$ cat src/rtl/cpu_pkg.sv
// -----------------------------------------------------------------------------
// cpu_pkg
// Shared definitions for the multi-cycle 4-bit-opcode CPU control path:
// opcode values, ALU control encodings, datapath mux selects and the
// sequencer state enumeration. There are no ports; the package is imported
// by multicycle_control and multicycle_outdec.
// -----------------------------------------------------------------------------
package cpu_pkg;

  // Instruction opcodes (4-bit field of the instruction register)
  localparam logic [3:0] OP_ADD  = 4'b0000;
  localparam logic [3:0] OP_ADDI = 4'b0001;
  localparam logic [3:0] OP_SUB  = 4'b0010;
  localparam logic [3:0] OP_AND  = 4'b0011;
  localparam logic [3:0] OP_LW   = 4'b0100;
  localparam logic [3:0] OP_SW   = 4'b0101;
  localparam logic [3:0] OP_BNE  = 4'b0110;
  localparam logic [3:0] OP_J    = 4'b0111;

  // ALU control encodings
  localparam logic [2:0] ALU_ADD = 3'b010;
  localparam logic [2:0] ALU_SUB = 3'b110;
  localparam logic [2:0] ALU_AND = 3'b000;

  // PC source select
  localparam logic [1:0] PCSRC_ALU    = 2'b00;
  localparam logic [1:0] PCSRC_ALUOUT = 2'b01;
  localparam logic [1:0] PCSRC_JUMP   = 2'b10;

  // ALU operand B select
  localparam logic [1:0] SRCB_REGB = 2'b00;
  localparam logic [1:0] SRCB_INC  = 2'b01;
  localparam logic [1:0] SRCB_IMM  = 2'b10;

  // Sequencer states; encodings 13..15 are unreachable
  typedef enum logic [3:0] {
    IDLE   = 4'd0,
    FETCH  = 4'd1,
    DECODE = 4'd2,
    EXEC   = 4'd3,
    EXECI  = 4'd4,
    ALUWB  = 4'd5,
    MEMADR = 4'd6,
    MEMRD  = 4'd7,
    MEMWB  = 4'd8,
    MEMWR  = 4'd9,
    BRANCH = 4'd10,
    JUMP   = 4'd11,
    TRAP   = 4'd12
  } state_t;

  // ALU operation used in EXEC for a given R-type opcode
  function automatic logic [2:0] alu_for_op(input logic [3:0] op);
    case (op)
      OP_SUB:  alu_for_op = ALU_SUB;
      OP_AND:  alu_for_op = ALU_AND;
      default: alu_for_op = ALU_ADD;
    endcase
  endfunction

endpackage

$ cat src/rtl/multicycle_outdec.sv
// -----------------------------------------------------------------------------
// multicycle_outdec
// Combinational decoder from the sequencer state to the datapath control word.
// Outputs are a pure function of the state, except the FETCH write strobes,
// which complete in the cycle the memory reports ready.
//
// Ports:
//   state_i        current sequencer state (4-bit encoding of state_t)
//   exec_alu_i     ALU operation latched at DECODE, used in EXEC
//   mem_ready_i    memory completes the current access this cycle
//   mem_req_o .. illegal_o   datapath control signals (see multicycle_control)
// -----------------------------------------------------------------------------
module multicycle_outdec
  import cpu_pkg::*;
#(
  parameter int ACW = 3
) (
  input  logic [3:0]     state_i,
  input  logic [ACW-1:0] exec_alu_i,
  input  logic           mem_ready_i,
  output logic           mem_req_o,
  output logic           mem_we_o,
  output logic           iord_o,
  output logic           irwrite_o,
  output logic           pcwrite_o,
  output logic           pcwrite_cond_o,
  output logic [1:0]     pcsrc_o,
  output logic           alusrca_o,
  output logic [1:0]     alusrcb_o,
  output logic [ACW-1:0] alu_ctrl_o,
  output logic           regwrite_o,
  output logic           memtoreg_o,
  output logic           illegal_o
);

  always_comb begin
    // NOTE: every output gets a default first so no path through the case
    // leaves a signal unassigned and infers a latch.
    mem_req_o      = 1'b0;
    mem_we_o       = 1'b0;
    iord_o         = 1'b0;
    irwrite_o      = 1'b0;
    pcwrite_o      = 1'b0;
    pcwrite_cond_o = 1'b0;
    pcsrc_o        = PCSRC_ALU;
    alusrca_o      = 1'b0;
    alusrcb_o      = SRCB_REGB;
    alu_ctrl_o     = ALU_AND;
    regwrite_o     = 1'b0;
    memtoreg_o     = 1'b0;
    illegal_o      = 1'b0;

    case (state_t'(state_i))
      FETCH: begin
        // PC+1 computed in parallel; IR and PC load when the read completes
        mem_req_o  = 1'b1;
        alusrcb_o  = SRCB_INC;
        alu_ctrl_o = ALU_ADD;
        pcsrc_o    = PCSRC_ALU;
        irwrite_o  = mem_ready_i;
        pcwrite_o  = mem_ready_i;
      end
      DECODE: begin
        // Branch target precompute: PC + sign-extended immediate
        alusrcb_o  = SRCB_IMM;
        alu_ctrl_o = ALU_ADD;
      end
      EXEC: begin
        alusrca_o  = 1'b1;
        alusrcb_o  = SRCB_REGB;
        alu_ctrl_o = exec_alu_i;
      end
      EXECI, MEMADR: begin
        alusrca_o  = 1'b1;
        alusrcb_o  = SRCB_IMM;
        alu_ctrl_o = ALU_ADD;
      end
      ALUWB: begin
        regwrite_o = 1'b1;
      end
      MEMRD: begin
        mem_req_o = 1'b1;
        iord_o    = 1'b1;
      end
      MEMWB: begin
        regwrite_o = 1'b1;
        memtoreg_o = 1'b1;
      end
      MEMWR: begin
        mem_req_o = 1'b1;
        mem_we_o  = 1'b1;
        iord_o    = 1'b1;
      end
      BRANCH: begin
        alusrca_o      = 1'b1;
        alusrcb_o      = SRCB_REGB;
        alu_ctrl_o     = ALU_SUB;
        pcwrite_cond_o = 1'b1;
        pcsrc_o        = PCSRC_ALUOUT;
      end
      JUMP: begin
        pcwrite_o = 1'b1;
        pcsrc_o   = PCSRC_JUMP;
      end
      TRAP: begin
        illegal_o = 1'b1;
      end
      default: ;  // IDLE and unreachable encodings drive nothing
    endcase
  end

endmodule

$ cat src/rtl/multicycle_control.sv
// -----------------------------------------------------------------------------
// multicycle_control
// Moore sequencer for the shared-memory multi-cycle CPU datapath. Steps each
// instruction through FETCH/DECODE and the execute/memory/write-back states,
// waiting on mem_ready during memory accesses. Illegal opcodes lock into TRAP
// until reset.
//
// Ports:
//   clk, reset     rising-edge clock, asynchronous active-high reset
//   run            leave IDLE (sampled in IDLE only)
//   opcode         instruction opcode (sampled in DECODE only)
//   zero           ALU zero flag (branch qualification is done externally)
//   mem_ready      memory completes the current access this cycle
//   mem_req/mem_we/iord            memory request, write, address select
//   irwrite/pcwrite/pcwrite_cond   IR load, PC load, bne-qualified PC load
//   pcsrc/alusrca/alusrcb/ALUControl   datapath mux selects, ALU operation
//   regwrite/memtoreg              register file write, write-back source
//   illegal        sticky illegal-opcode flag
//   state          current state encoding, for debug
// -----------------------------------------------------------------------------
module multicycle_control
  import cpu_pkg::*;
#(
  parameter int OPW = 4,
  parameter int ACW = 3
) (
  input  logic           clk,
  input  logic           reset,
  input  logic           run,
  input  logic [OPW-1:0] opcode,
  input  logic           zero,
  input  logic           mem_ready,
  output logic           mem_req,
  output logic           mem_we,
  output logic           iord,
  output logic           irwrite,
  output logic           pcwrite,
  output logic           pcwrite_cond,
  output logic [1:0]     pcsrc,
  output logic           alusrca,
  output logic [1:0]     alusrcb,
  output logic [ACW-1:0] ALUControl,
  output logic           regwrite,
  output logic           memtoreg,
  output logic           illegal,
  output logic [3:0]     state
);

  state_t         state_q, state_d;
  logic [ACW-1:0] exec_alu_q, exec_alu_d;  // ALU op for EXEC, captured in DECODE
  logic           is_sw_q, is_sw_d;        // MEMADR successor, captured in DECODE

  // The zero flag qualifies pcwrite_cond outside this block.
  logic unused_zero;
  assign unused_zero = zero;

  // NOTE: state registers use non-blocking assignments so every flop samples
  // the values from before the edge, independent of statement order.
  always_ff @(posedge clk or posedge reset) begin
    if (reset) begin
      state_q    <= IDLE;
      exec_alu_q <= '0;
      is_sw_q    <= 1'b0;
    end else begin
      state_q    <= state_d;
      exec_alu_q <= exec_alu_d;
      is_sw_q    <= is_sw_d;
    end
  end

  always_comb begin
    state_d    = state_q;
    exec_alu_d = exec_alu_q;
    is_sw_d    = is_sw_q;

    case (state_q)
      IDLE:   if (run) state_d = FETCH;
      FETCH:  if (mem_ready) state_d = DECODE;
      DECODE: begin
        // Opcode is only looked at here; later states use the captured copy.
        exec_alu_d = alu_for_op(opcode);
        is_sw_d    = (opcode == OP_SW);
        case (opcode)
          OP_ADD, OP_SUB, OP_AND: state_d = EXEC;
          OP_ADDI:                state_d = EXECI;
          OP_LW, OP_SW:           state_d = MEMADR;
          OP_BNE:                 state_d = BRANCH;
          OP_J:                   state_d = JUMP;
          default:                state_d = TRAP;
        endcase
      end
      EXEC, EXECI: state_d = ALUWB;
      ALUWB:       state_d = FETCH;
      MEMADR:      state_d = is_sw_q ? MEMWR : MEMRD;
      MEMRD:       if (mem_ready) state_d = MEMWB;
      MEMWB:       state_d = FETCH;
      MEMWR:       if (mem_ready) state_d = FETCH;
      BRANCH:      state_d = FETCH;
      JUMP:        state_d = FETCH;
      TRAP:        state_d = TRAP;
      default:     state_d = IDLE;  // unreachable encodings recover
    endcase
  end

  assign state = state_q;

  multicycle_outdec #(.ACW(ACW)) u_outdec (
    .state_i        (state_q),
    .exec_alu_i     (exec_alu_q),
    .mem_ready_i    (mem_ready),
    .mem_req_o      (mem_req),
    .mem_we_o       (mem_we),
    .iord_o         (iord),
    .irwrite_o      (irwrite),
    .pcwrite_o      (pcwrite),
    .pcwrite_cond_o (pcwrite_cond),
    .pcsrc_o        (pcsrc),
    .alusrca_o      (alusrca),
    .alusrcb_o      (alusrcb),
    .alu_ctrl_o     (ALUControl),
    .regwrite_o     (regwrite),
    .memtoreg_o     (memtoreg),
    .illegal_o      (illegal)
  );

endmodule
$ cat config.mk
export PLATFORM = sky130hd
export DESIGN_NAME = multicycle_control
export DESIGN_NICKNAME = d
export VERILOG_FILES = /design/src/rtl/cpu_pkg.sv /design/src/rtl/multicycle_outdec.sv /design/src/rtl/multicycle_control.sv
export SDC_FILE = /design/constraint.sdc
export NUM_CORES = 1
export LEC_CHECK = 0
export ABC_AREA = 0
export BUFFER_PORTS_ARGS = -buffer_cell sky130_fd_sc_hd__clkbuf_2
export CAP_MARGIN = 20
export CELL_PAD_IN_SITES_DETAIL_PLACEMENT = 0
export CELL_PAD_IN_SITES_GLOBAL_PLACEMENT = 2
export CORE_MARGIN = 1.5
export CORE_UTILIZATION = 25
export CTS_BUF_LIST = sky130_fd_sc_hd__clkbuf_16
export DETAILED_ROUTE_END_ITERATION = 8
export PLACE_DENSITY_LB_ADDON = 0.1
export SKIP_CTS_REPAIR_TIMING = 1
export SYNTH_ARGS = -nofsm -noshare
export SYNTH_HDL_FRONTEND = slang
export SYNTH_SLANG_ARGS = --single-unit
$ cat constraint.sdc
create_clock -name clk -period 4.45 [get_ports clk]
set_input_delay 0.89 -clock clk [delete_from_list [all_inputs] [get_ports clk]]
set_output_delay 0.89 -clock clk [all_outputs]
set_load 0.005 [all_outputs]
* Yosys cells after proc, flatten, opt, wreduce, memory -nomap -nowiden
Memory sizes are Yosys's and may differ from the RTL's.
Index checks and enable logic that the tools add are counted.
** Word-level totals
- Bits in registers :: 8
- Bits in read-only memories :: 32
- Input port bits :: 9
- Output and inout port bits :: 21
- Memories :: 1
** Operators by class
- Equal/unequal tests :: 19
- Mux-type cells :: 21
- Reduce and logical (&&, ||, !) cells :: 10
** Memories
- (no name shown) :: words 8, bits a word 4, read ports 1, clocked after Yosys merged registers in 0, wr ports 0, RTL line multicycle_control.sv:83 : case (opcode)
** Operators with widths (count)
- 4-bit one-hot mux with 9 select lines :: 1
- 4-bit 2-to-1 mux :: 6
- 4-bit by 3-bit == test with 1-bit output (second input constant) :: 5
- 4-bit == test (second input constant) :: 5
- 4-bit by 2-bit == test with 1-bit output (second input constant) :: 4
- 4-bit OR reduction :: 3
- 1-bit 2-to-1 mux :: 9
- 3-bit one-hot mux with 3 select lines :: 1
- 2-bit inequality test (second input constant) :: 4
- 2-bit one-hot mux with 2 select lines :: 2
- 3-bit one-hot mux with 2 select lines :: 1
- 2-bit OR reduction :: 3
- 3-bit OR reduction :: 2
- 4-bit by 1-bit == test with 1-bit output (second input constant) :: 1
- 4-bit zero test :: 1
- 4-bit AND reduction :: 1
- 1-bit one-hot mux with 2 select lines :: 1

* Longest topological paths before layout
Gate-level depths: netlist of run 1.
- Depth in word-level cells :: 3
- Mapped depth :: 5
- Gate-level depth less buffers :: 4

* By module
From an unflattened synthesis of run 1, not the netlist that was laid out.
** Second synthesis, totals
- Cells, all modules :: 103
- Area, all modules :: 807.0 µm²
** Modules (own cells, without submodules)
- multicycle_control :: instances 1, cells each 63, area each 515.5 µm², sequential area each 175.2 µm²
- multicycle_outdec :: instances 1, cells each 40, area each 291.5 µm², sequential area each 0.0 µm²

* Least setup slack after synthesis of run 1
No wires, ideal clock.
- Kind :: reg2out
- Start point :: register state_q[3] (netlist: state[3])
- End point :: output port alusrca
- Arrival time :: 1.331 ns
- Setup slack :: 2.229 ns
- Stages on the path, launching flop included :: 6
- Path buffers :: 2
- Cells stage by stage :: dfrtp_1 clkbuf_1 buf_1 nand2b_1 a21o_1 nand2_1
** Between the ends
- Cells in the longest elaborated chain, start to end :: 3
- Elaborated cells between the ends (all ways) :: 6
- Classes of those cells :: eq/ne (4); mux (1); reduce/logical (1)
** Ends and longest elaborated chain
- start, declared :: RTL line multicycle_control.sv:49 : state_t state_q, state_d;
- start signal, assigned :: RTL line multicycle_control.sv:65 : state_q <= state_d;
- 4-bit by 2-bit == test with 1-bit output, or another cell as far along :: RTL line multicycle_outdec.sv:53 : case (state_t'(state_i))
- 4-bit OR reduction (no source line) (*)
- 1-bit 2-to-1 mux (*) :: RTL line multicycle_outdec.sv:53
- end, declared :: RTL line multicycle_control.sv:40 : output logic alusrca,
Every way passes the cells marked *; elsewhere a longest branch is shown, timed or not.

* Worst setup path after layout of run 1
- Start point :: register state_q[1] (netlist: state[1])
- End point :: output port irwrite
** Between the ends
- Cells in the longest elaborated chain, start to end :: 2
** Ends and longest elaborated chain
- 4-bit by 1-bit == test with 1-bit output :: RTL line multicycle_outdec.sv:53
- 1-bit 2-to-1 mux :: RTL line multicycle_outdec.sv:53
- end, declared :: RTL line multicycle_control.sv:36 : output logic irwrite,
Every way passes these cells.

==> flow_metrics.tcl, run 1 <==
set metrics [dict create \
    first_global_vias 644 \
    min_period_over_period 0.586 \
    clkTransAtPathRegs_ns 0.04 \
    pwr-share-seq 0.282 \
    first_iter_violations 10 \
    cts_num_sinks 7 \
    min-delay-start "exec_alu_q[1]" \
    end_kind "output port" \
    path_cells "nor2_1 > nand2_1 > nor2_1 > clkbuf_2" \
    syn-cell-area_um2 669 \
    yosys.area.top_type "dfrtp_1" \
    yosys_most_used_dff "dfrtp_1" \
    vias 746 \
    io_pins 30 \
    timing.final.hold_violations 0 \
    drv_cap 0 \
    max_stage_delay_ns 0.57 \
    power_frac_comb 0.491 \
    synth.distinct_cells 31 \
    cp.arrival_ns 1.72 \
    vias_per_cell 4.94 \
    cts_buffers 3 \
    power_density_nw_per_um2 765 \
    die_y_um 54.7 \
    path_max_fanout 16 \
    ir_worst_vdd_v 0.000269 \
    n_antenna_cell 0 \
    dp_hpwl_um 1430 \
    synth_warnings 0 \
    synth.top_cells.by_area "dfrtp_1, nand2_1, nor2_1, a21oi_1, nand2b_1" \
    synth_top_area_share 0.262 \
    die_w_um 54.7 \
    antenna_found_initial 0 \
    clockBufferDepth 2 \
    drcViolationCount 0 \
    fin_skew_ns 0.000257 \
    leakagePower_nw 0.446 \
    clkPwrFrac 0.227 \
    final_antenna_net_count 0 \
    area_growth_pct 32.3 \
    start_util 0.268 \
    drive_above_1_share 0.264 \
    hp-class "reg -> reg" \
    cpMostUsedCell "nor2_1" \
    timing.final.ws_setup_ns 1.84 \
    regToRegEndpoint "state[0]" \
    power_mw 0.678 \
    grt_max_degree 23 \
    rrSetupSlack_ns 2.51 \
    die-area_um2 3000 \
    fill_cells 285 \
    htreeDepth 1 \
    fin_nets 131 \
    status "finished clean" \
    synth_seq_cells 7 \
    slew_violations 0 \
    power.internal_mw 0.381 \
    insertion_delay_ns 0.23 \
    worstMarginPinSlew_ns 0.631 \
    track_usage 0.154 \
    cpMaxStageDelayCell "dfrtp_1" \
    slew_headroom 0.579 \
    r2r-start "state[2]" \
    dp_slack_ns 1.96 \
    min_to "exec_alu_q[1]" \
    p_sw_mw 0.296 \
    fmax_mhz 383 \
    synth_nets 107 \
    root_buffer "clkbuf_16" \
    wire_per_inst_um 13.0 \
    ys_seq_area_frac 0.262 \
    grt_first_pass_wirelength_um 3200 \
    swShare 0.437 \
    fin_area_um2 886 \
    worst-path-buf-inv 1 \
    port_buffers 27 \
    required_ns 3.56 \
    grt_overflow 0 \
    rsz0062_at_grt "no" \
    worstRegToRegCells 4 \
    cts_tree "yes" \
    place_area_um2 807 \
    setup_violations 0 \
    core_um2 2500 \
    postSynthCellCount 98 \
    start_kind "flip-flop" \
    finalCriticalPeriod_ns 2.61 \
    whs_path_depth 2 \
    num_rows 18 \
    drtPass1Iterations 4 \
    path_delay_family "simple AND/OR/NAND/NOR gates" \
    drt_wl_total_um 1970 \
    path_class "reg -> out" \
    syn_avg_cell_area_um2 6.83 \
    synth_async_sr_flop_share 1.00 \
    synth_edf_count 0 \
    routabilityCongestion 0.719 \
    setup_tns_ns 0 \
]
## how the worst max path moves through the flow
| stage | to | cells after the start | slack (ns) | from |
|---|---|---|---|---|
| after CTS | irwrite | 4 | 1.83 | state[1] |
| after global routing | irwrite | 4 | 1.63 | state[1] |
| final | irwrite | 4 | 1.84 | state[1] |
| after floorplan | alusrca | 5 | 2.23 | state[3] |
| after global placement | pcwrite | 6 | 1.95 | mem_ready |
| after detailed placement | pcwrite | 6 | 1.96 | mem_ready |
## Yosys cell counts (all sizes together), types with 3 or more instances
| cell type | count |
|---|---|
| a21o | 3 |
| buf | 3 |
| clkbuf | 5 |
| inv | 5 |
| o21ai | 5 |
| nand2 | 15 |
| a21oi | 7 |
| dfrtp | 7 |
| o21a | 3 |
| nor2 | 13 |
| nand2b | 5 |
| nor3 | 5 |
| nor2b | 4 |
## state kept, by name, indices dropped and copies added, names as in the netlist
signal      flops
state           4
exec_alu_q      2
is_sw_q         1
## per-stage QoR
| step | instances | util | hold slack (ns) |
|---|---|---|---|
| after floorplan | 98 | - | 0.442 |
| after global placement | 147 | 0.323 | 0.458 |
| after detailed placement | 147 | 0.323 | 0.463 |
| after CTS | 151 | 0.354 | 0.475 |
| after global routing | 151 | 0.354 | 0.508 |
| final | 151 | 0.354 | 0.471 |
## area by class of cell
cell class	count	area [um2]	share of cell area
clock buffer	3	75.1	0.0847
clock inverter	1	3.75	0.00424
inverter	5	18.8	0.0212
multi-input combinational	78	440	0.497
sequential	7	175	0.198
tap	30	37.5	0.0424
timing repair buffer	27	135	0.153
## cell usage in the layout (no fill, tap or decap), types with 2 or more instances in the layout
cell,count
a32o_1,2
inv_1,6
a21o_1,3
nand2_1,15
nor3b_1,2
nor3_1,5
clkbuf_2,27
nor2b_1,4
o41ai_1,2
dfrtp_1,7
clkbuf_16,3
a21oi_1,7
o21ai_0,5
o21a_1,3
nor2_1,13
nand2b_1,4
## per-layer routing
| metal | vias to the layer above | track usage | share of wire |
|---|---|---|---|
| met4 | 0 | 0.100 | 0.029 |
| met5 | - | 0 | 0 |
| li1 | 387 | - | - |
| met3 | 5 | 0.0164 | 0.045 |
| met2 | 24 | 0.216 | 0.43 |
| met1 | 330 | 0.218 | 0.50 |
## power groups by stage
stage / Clock (mW) / Sequential [mW] / Combinational (mW)
4_1_cts: 0.155 / 0.190 / 0.340
3_3_place_gp: 0 / 0.190 / 0.338
6_report: 0.154 / 0.191 / 0.333
3_5_place_dp: 0 / 0.191 / 0.336
5_1_grt: 0.159 / 0.204 / 0.389
2_1_floorplan: 0 / 0.124 / 0.279
## worst min-delay path: stages (launching register included)
cell     delay [ns]
dfrtp_1        0.33
nand2_1        0.05
o21ai_0        0.06
## cells by family after synthesis
kind of cell | count (synthesis) | share of synthesized area
buffers and inverters | 13 | 0.0804
AO/OA/AOI/OAI | 30 | 0.310
flip-flops | 7 | 0.262
other | 1 | 0.00560
AND/OR/NAND/NOR | 47 | 0.342
Power figures use the tool's default switching activity.
==> inputs of run 2 (changes only) <==
--- a/config.mk
+++ b/config.mk
@@ -11,7 +11,7 @@
 export CELL_PAD_IN_SITES_DETAIL_PLACEMENT = 0
 export CELL_PAD_IN_SITES_GLOBAL_PLACEMENT = 2
 export CORE_MARGIN = 1.5
-export CORE_UTILIZATION = 25
+export CORE_UTILIZATION = 23
 export CTS_BUF_LIST = sky130_fd_sc_hd__clkbuf_16
 export DETAILED_ROUTE_END_ITERATION = 8
 export PLACE_DENSITY_LB_ADDON = 0.1
==> constraint.sdc (replaced) <==
create_clock -name clk -period 2.6 [get_ports clk]
set_input_delay 0.52 -clock clk [delete_from_list [all_inputs] [get_ports clk]]
set_output_delay 0.52 -clock clk [all_outputs]
set_load 0.005 [all_outputs]
==> run 2 against run 1 <==
Effect of this change:
- utilization decreased by 3.0 points
- global-route usage down 2.5 points
- sequential power up 66%
==> flow_metrics.tcl, run 2 (same netlist as run 1, synthesis figures left out) <==
set metrics [dict create \
    status "finished clean" \
    dp_hpwl_um 1560 \
    clkTransAtPathRegs_ns 0.04 \
    root_buffer "clkbuf_16" \
    io_pins 30 \
    layout_common_cells "clkbuf_2, nand2_1, nor2_1" \
    drv_cap 0 \
    r2r-start "state[1]" \
    slew_violations 0 \
    track_usage 0.128 \
    largest_register_ff_count 4 \
    fin_skew_ns 0.00181 \
    routabilityCongestion 0.748 \
    cts_num_sinks 7 \
    first_iter_violations 19 \
    fin_nets 132 \
    die_y_um 57.0 \
    die-area_um2 3240 \
    power_mw 1.17 \
    first_global_vias 707 \
    start_kind "flip-flop" \
    drt_wl_total_um 2050 \
    start_util 0.243 \
    end_kind "output port" \
    n_antenna_cell 0 \
    holdWs_ns 0.197 \
    finalCriticalPeriod_ns 2.22 \
    cts_tree "yes" \
    cp.arrival_ns 1.70 \
    power_density_nw_per_um2 1310 \
    ir_worst_vdd_v 0.000782 \
    grt_overflow 0 \
    die_w_um 57.0 \
    slew_headroom 0.567 \
    num_rows 19 \
    clockBufferDepth 2 \
    rsz0062_at_grt "no" \
    hp-class "in -> async" \
    worstRegToRegCells 4 \
    vias 768 \
    worstMarginPinSlew_ns 0.649 \
    htreeDepth 1 \
    drtPass1Iterations 4 \
    final_antenna_net_count 0 \
    core_um2 2760 \
    timing.final.hold_violations 0 \
    path_max_fanout 16 \
    grt_max_degree 23 \
    fmax_mhz 450 \
    required_ns 2.08 \
    grt_first_pass_wirelength_um 3270 \
    setup_tns_ns 0 \
    antenna_found_initial 0 \
    cts_buffers 3 \
    area_growth_pct 33.6 \
    crit_path_start "state[1]" \
    wire_per_inst_um 13.4 \
    path_class "reg -> out" \
    setup_violations 0 \
    vias_per_cell 5.02 \
    min_period_over_period 0.856 \
    insertion_delay_ns 0.23 \
    leakagePower_nw 0.451 \
    port_buffers 27 \
    drcViolationCount 0 \
    drive_above_1_share 0.270 \
    final_common_cell "clkbuf_2" \
]
-- run 2: report_power, final --
group	leakage, nW	switching (mW)	internal [mW]	total (mW)
clock network	0.0423	0.0536	0.200	0.253
logic	0.319	0.299	0.299	0.598
registers	0.0889	0.155	0.163	0.318
-- run 2: critical path: stages, from the launching register on --
cell	delay [ns]
dfrtp_1	0.57
nor2_1	0.46
nand2_1	0.20
nor2_1	0.13
clkbuf_2	0.12
-- run 2: path summary, 6_finish.rpt --
kind | endpoint | slack, ns
max | irwrite | 0.38
min | state[3] | 0.20
max reg2reg | state[1] | 0.65
min reg2reg | exec_alu_q[1] | 0.47
max in group asynchronous | is_sw_q | 2.19
min in group clk | exec_alu_q[1] | 0.47
-- run 2: final cells by class --
type | instances | area, um2
fill | 330 | 1860
multi-input combinational | 78 | 440
sequential | 7 | 175
timing repair buffer | 28 | 143
clock buffer | 3 | 75.1
tap | 31 | 38.8
inverter | 5 | 18.8
clock inverter | 1 | 3.75
-- run 2: metal layers --
layer	wire, um	track usage
met2	955	0.195
met1	975	0.182
met4	0	0.0299
met5	0	0
met3	116	0.0340
-- run 2: stage by stage --
stage	utilization	worst slack [ns]	cells	cell area, um2
after global routing	0.324	0.204	153	895
after global placement	0.296	0.568	149	816
after detailed placement	0.296	0.564	149	816
after CTS	0.324	0.329	153	895
after floorplan	-	0.749	98	669
final	0.324	0.375	153	895
==> inputs of run 3 (changes only) <==
--- a/config.mk
+++ b/config.mk
@@ -12,7 +12,6 @@
 export CELL_PAD_IN_SITES_GLOBAL_PLACEMENT = 2
 export CORE_MARGIN = 1.5
 export CORE_UTILIZATION = 23
-export CTS_BUF_LIST = sky130_fd_sc_hd__clkbuf_16
 export DETAILED_ROUTE_END_ITERATION = 8
 export PLACE_DENSITY_LB_ADDON = 0.1
 export SKIP_CTS_REPAIR_TIMING = 1
==> run 3 against run 2 <==
Effect of this change:
- flip-flop and latch count unchanged
- first-iteration DRC count down 32%
- non-clock buffer count unchanged
- count of clock-buffer cells in the layout up 1
- utilization down 1.9 points
- maximum frequency down 0.45%
- clock power down 62%
- critical path type unchanged
- critical path depth unchanged
- sequential power about the same
- combinational power about the same
==> flow_metrics.tcl, run 3 (same netlist as run 1, synthesis figures left out) <==
set metrics [dict create \
    slew_headroom 0.583 \
    root_buffer "clkbuf_4" \
    path_class "reg -> out" \
    final_common_cell "clkbuf_2" \
    start_kind "flip-flop" \
    drv_cap 0 \
    largest_register_ff_count 4 \
    setup_tns_ns 0 \
    first_iter_violations 13 \
    power_density_nw_per_um2 1200 \
    ir_worst_vdd_v 0.000599 \
    path_max_fanout 16 \
    final_antenna_net_count 0 \
    track_usage 0.126 \
    port_buffers 27 \
    layout_common_cells "clkbuf_2, nand2_1, nor2_1" \
    worst-path-buf-inv 1 \
    drtPass1Iterations 4 \
    cts_buffers 3 \
    htreeDepth 1 \
    timing.final.hold_violations 0 \
    die-area_um2 3240 \
    dp_hpwl_um 1560 \
    grt_first_pass_wirelength_um 3250 \
    required_ns 2.08 \
    power_frac_comb 0.594 \
    antenna_found_initial 0 \
    drive_above_1_share 0.270 \
    fin_skew_ns 0.00257 \
    num_rows 19 \
    first_global_vias 702 \
    power.internal_mw 0.520 \
    rsz0062_at_grt "no" \
    cpMostUsedCell "nor2_1" \
    cts_tree "yes" \
    holdWs_ns 0.173 \
    fin_nets 132 \
    grt_max_degree 23 \
    p_sw_mw 0.492 \
    power_mw 1.01 \
    area_growth_pct 25.8 \
    setup_violations 0 \
    max_stage_delay_ns 0.58 \
    insertion_delay_ns 0.25 \
    cp.arrival_ns 1.71 \
    fill_cells 336 \
    fin_area_um2 842 \
    pwr-share-seq 0.312 \
    vias 752 \
    worstMarginPinSlew_ns 0.626 \
    fmax_mhz 448 \
    swShare 0.487 \
    routabilityCongestion 0.748 \
    status "finished clean" \
    die_w_um 57.0 \
    vias_per_cell 4.92 \
    core_um2 2760 \
    start_util 0.243 \
    clkPwrFrac 0.094 \
    clkTransAtPathRegs_ns 0.05 \
    n_antenna_cell 0 \
    die_y_um 57.0 \
    min_period_over_period 0.859 \
    path_delay_family "simple AND/OR/NAND/NOR gates" \
    cts_num_sinks 7 \
    hp-class "in -> async" \
    place_area_um2 816 \
    io_pins 30 \
    path_cells "nor2_1 > nand2_1 > nor2_1 > clkbuf_2" \
    slew_violations 0 \
    clockBufferDepth 2 \
    grt_overflow 0 \
    end_kind "output port" \
    wire_per_inst_um 13.2 \
    drcViolationCount 0 \
    cpMaxStageDelayCell "dfrtp_1" \
    finalCriticalPeriod_ns 2.23 \
    leakagePower_nw 0.423 \
    drt_wl_total_um 2020 \
]
## run 3: cell count changes in the layout (fill, tap and decap cells not counted), sizes merged
cell,delta
clkbuf,+1
inv,-1
## run 3: final timing paths
path / start / to / slack, ns / cells past startpoint
worst max-delay path: state[1] / irwrite / 0.37 / 4
worst min-delay path: reset / exec_alu_q[1] / 0.17 / 2
worst max register to register: state[1] / state[1] / 0.64 / 4
worst min register to register: exec_alu_q[1] / exec_alu_q[1] / 0.47 / 2
max in group asynchronous: reset / is_sw_q / 2.22 / 2
min in group clk: exec_alu_q[1] / exec_alu_q[1] / 0.47 / 2
## run 3: final cells by class
type | instances | area (um2) | area share
Tap cell | 31 | 38.8 | 0.0461
Multi-Input combinational cell | 78 | 440 | 0.523
Sequential cell | 7 | 175 | 0.208
Timing Repair Buffer | 28 | 143 | 0.169
Clock buffer | 4 | 26.3 | 0.0312
Inverter | 5 | 18.8 | 0.0223
## run 3: power groups by stage
stage | combinational (mW) | sequential, mW | clock [mW]
after CTS | 0.612 | 0.320 | 0.0992
after global placement | 0.610 | 0.325 | 0
after floorplan | 0.478 | 0.212 | 0
after global routing | 0.674 | 0.341 | 0.109
final | 0.601 | 0.316 | 0.0954
after detailed placement | 0.609 | 0.322 | 0
## run 3: metrics by stage
step	std cells	setup WS, ns	util
finish	153	0.365	0.305
global route	153	0.163	0.305
CTS	153	0.302	0.305
detailed placement	149	0.564	0.296
global placement	149	0.568	0.296
floorplan	98	0.749	-
## run 3: metal layers
metal,GRT usage,routed length [um]
met5,0,0
met4,0.0299,13
met3,0.0272,94
met2,0.195,946
met1,0.180,962
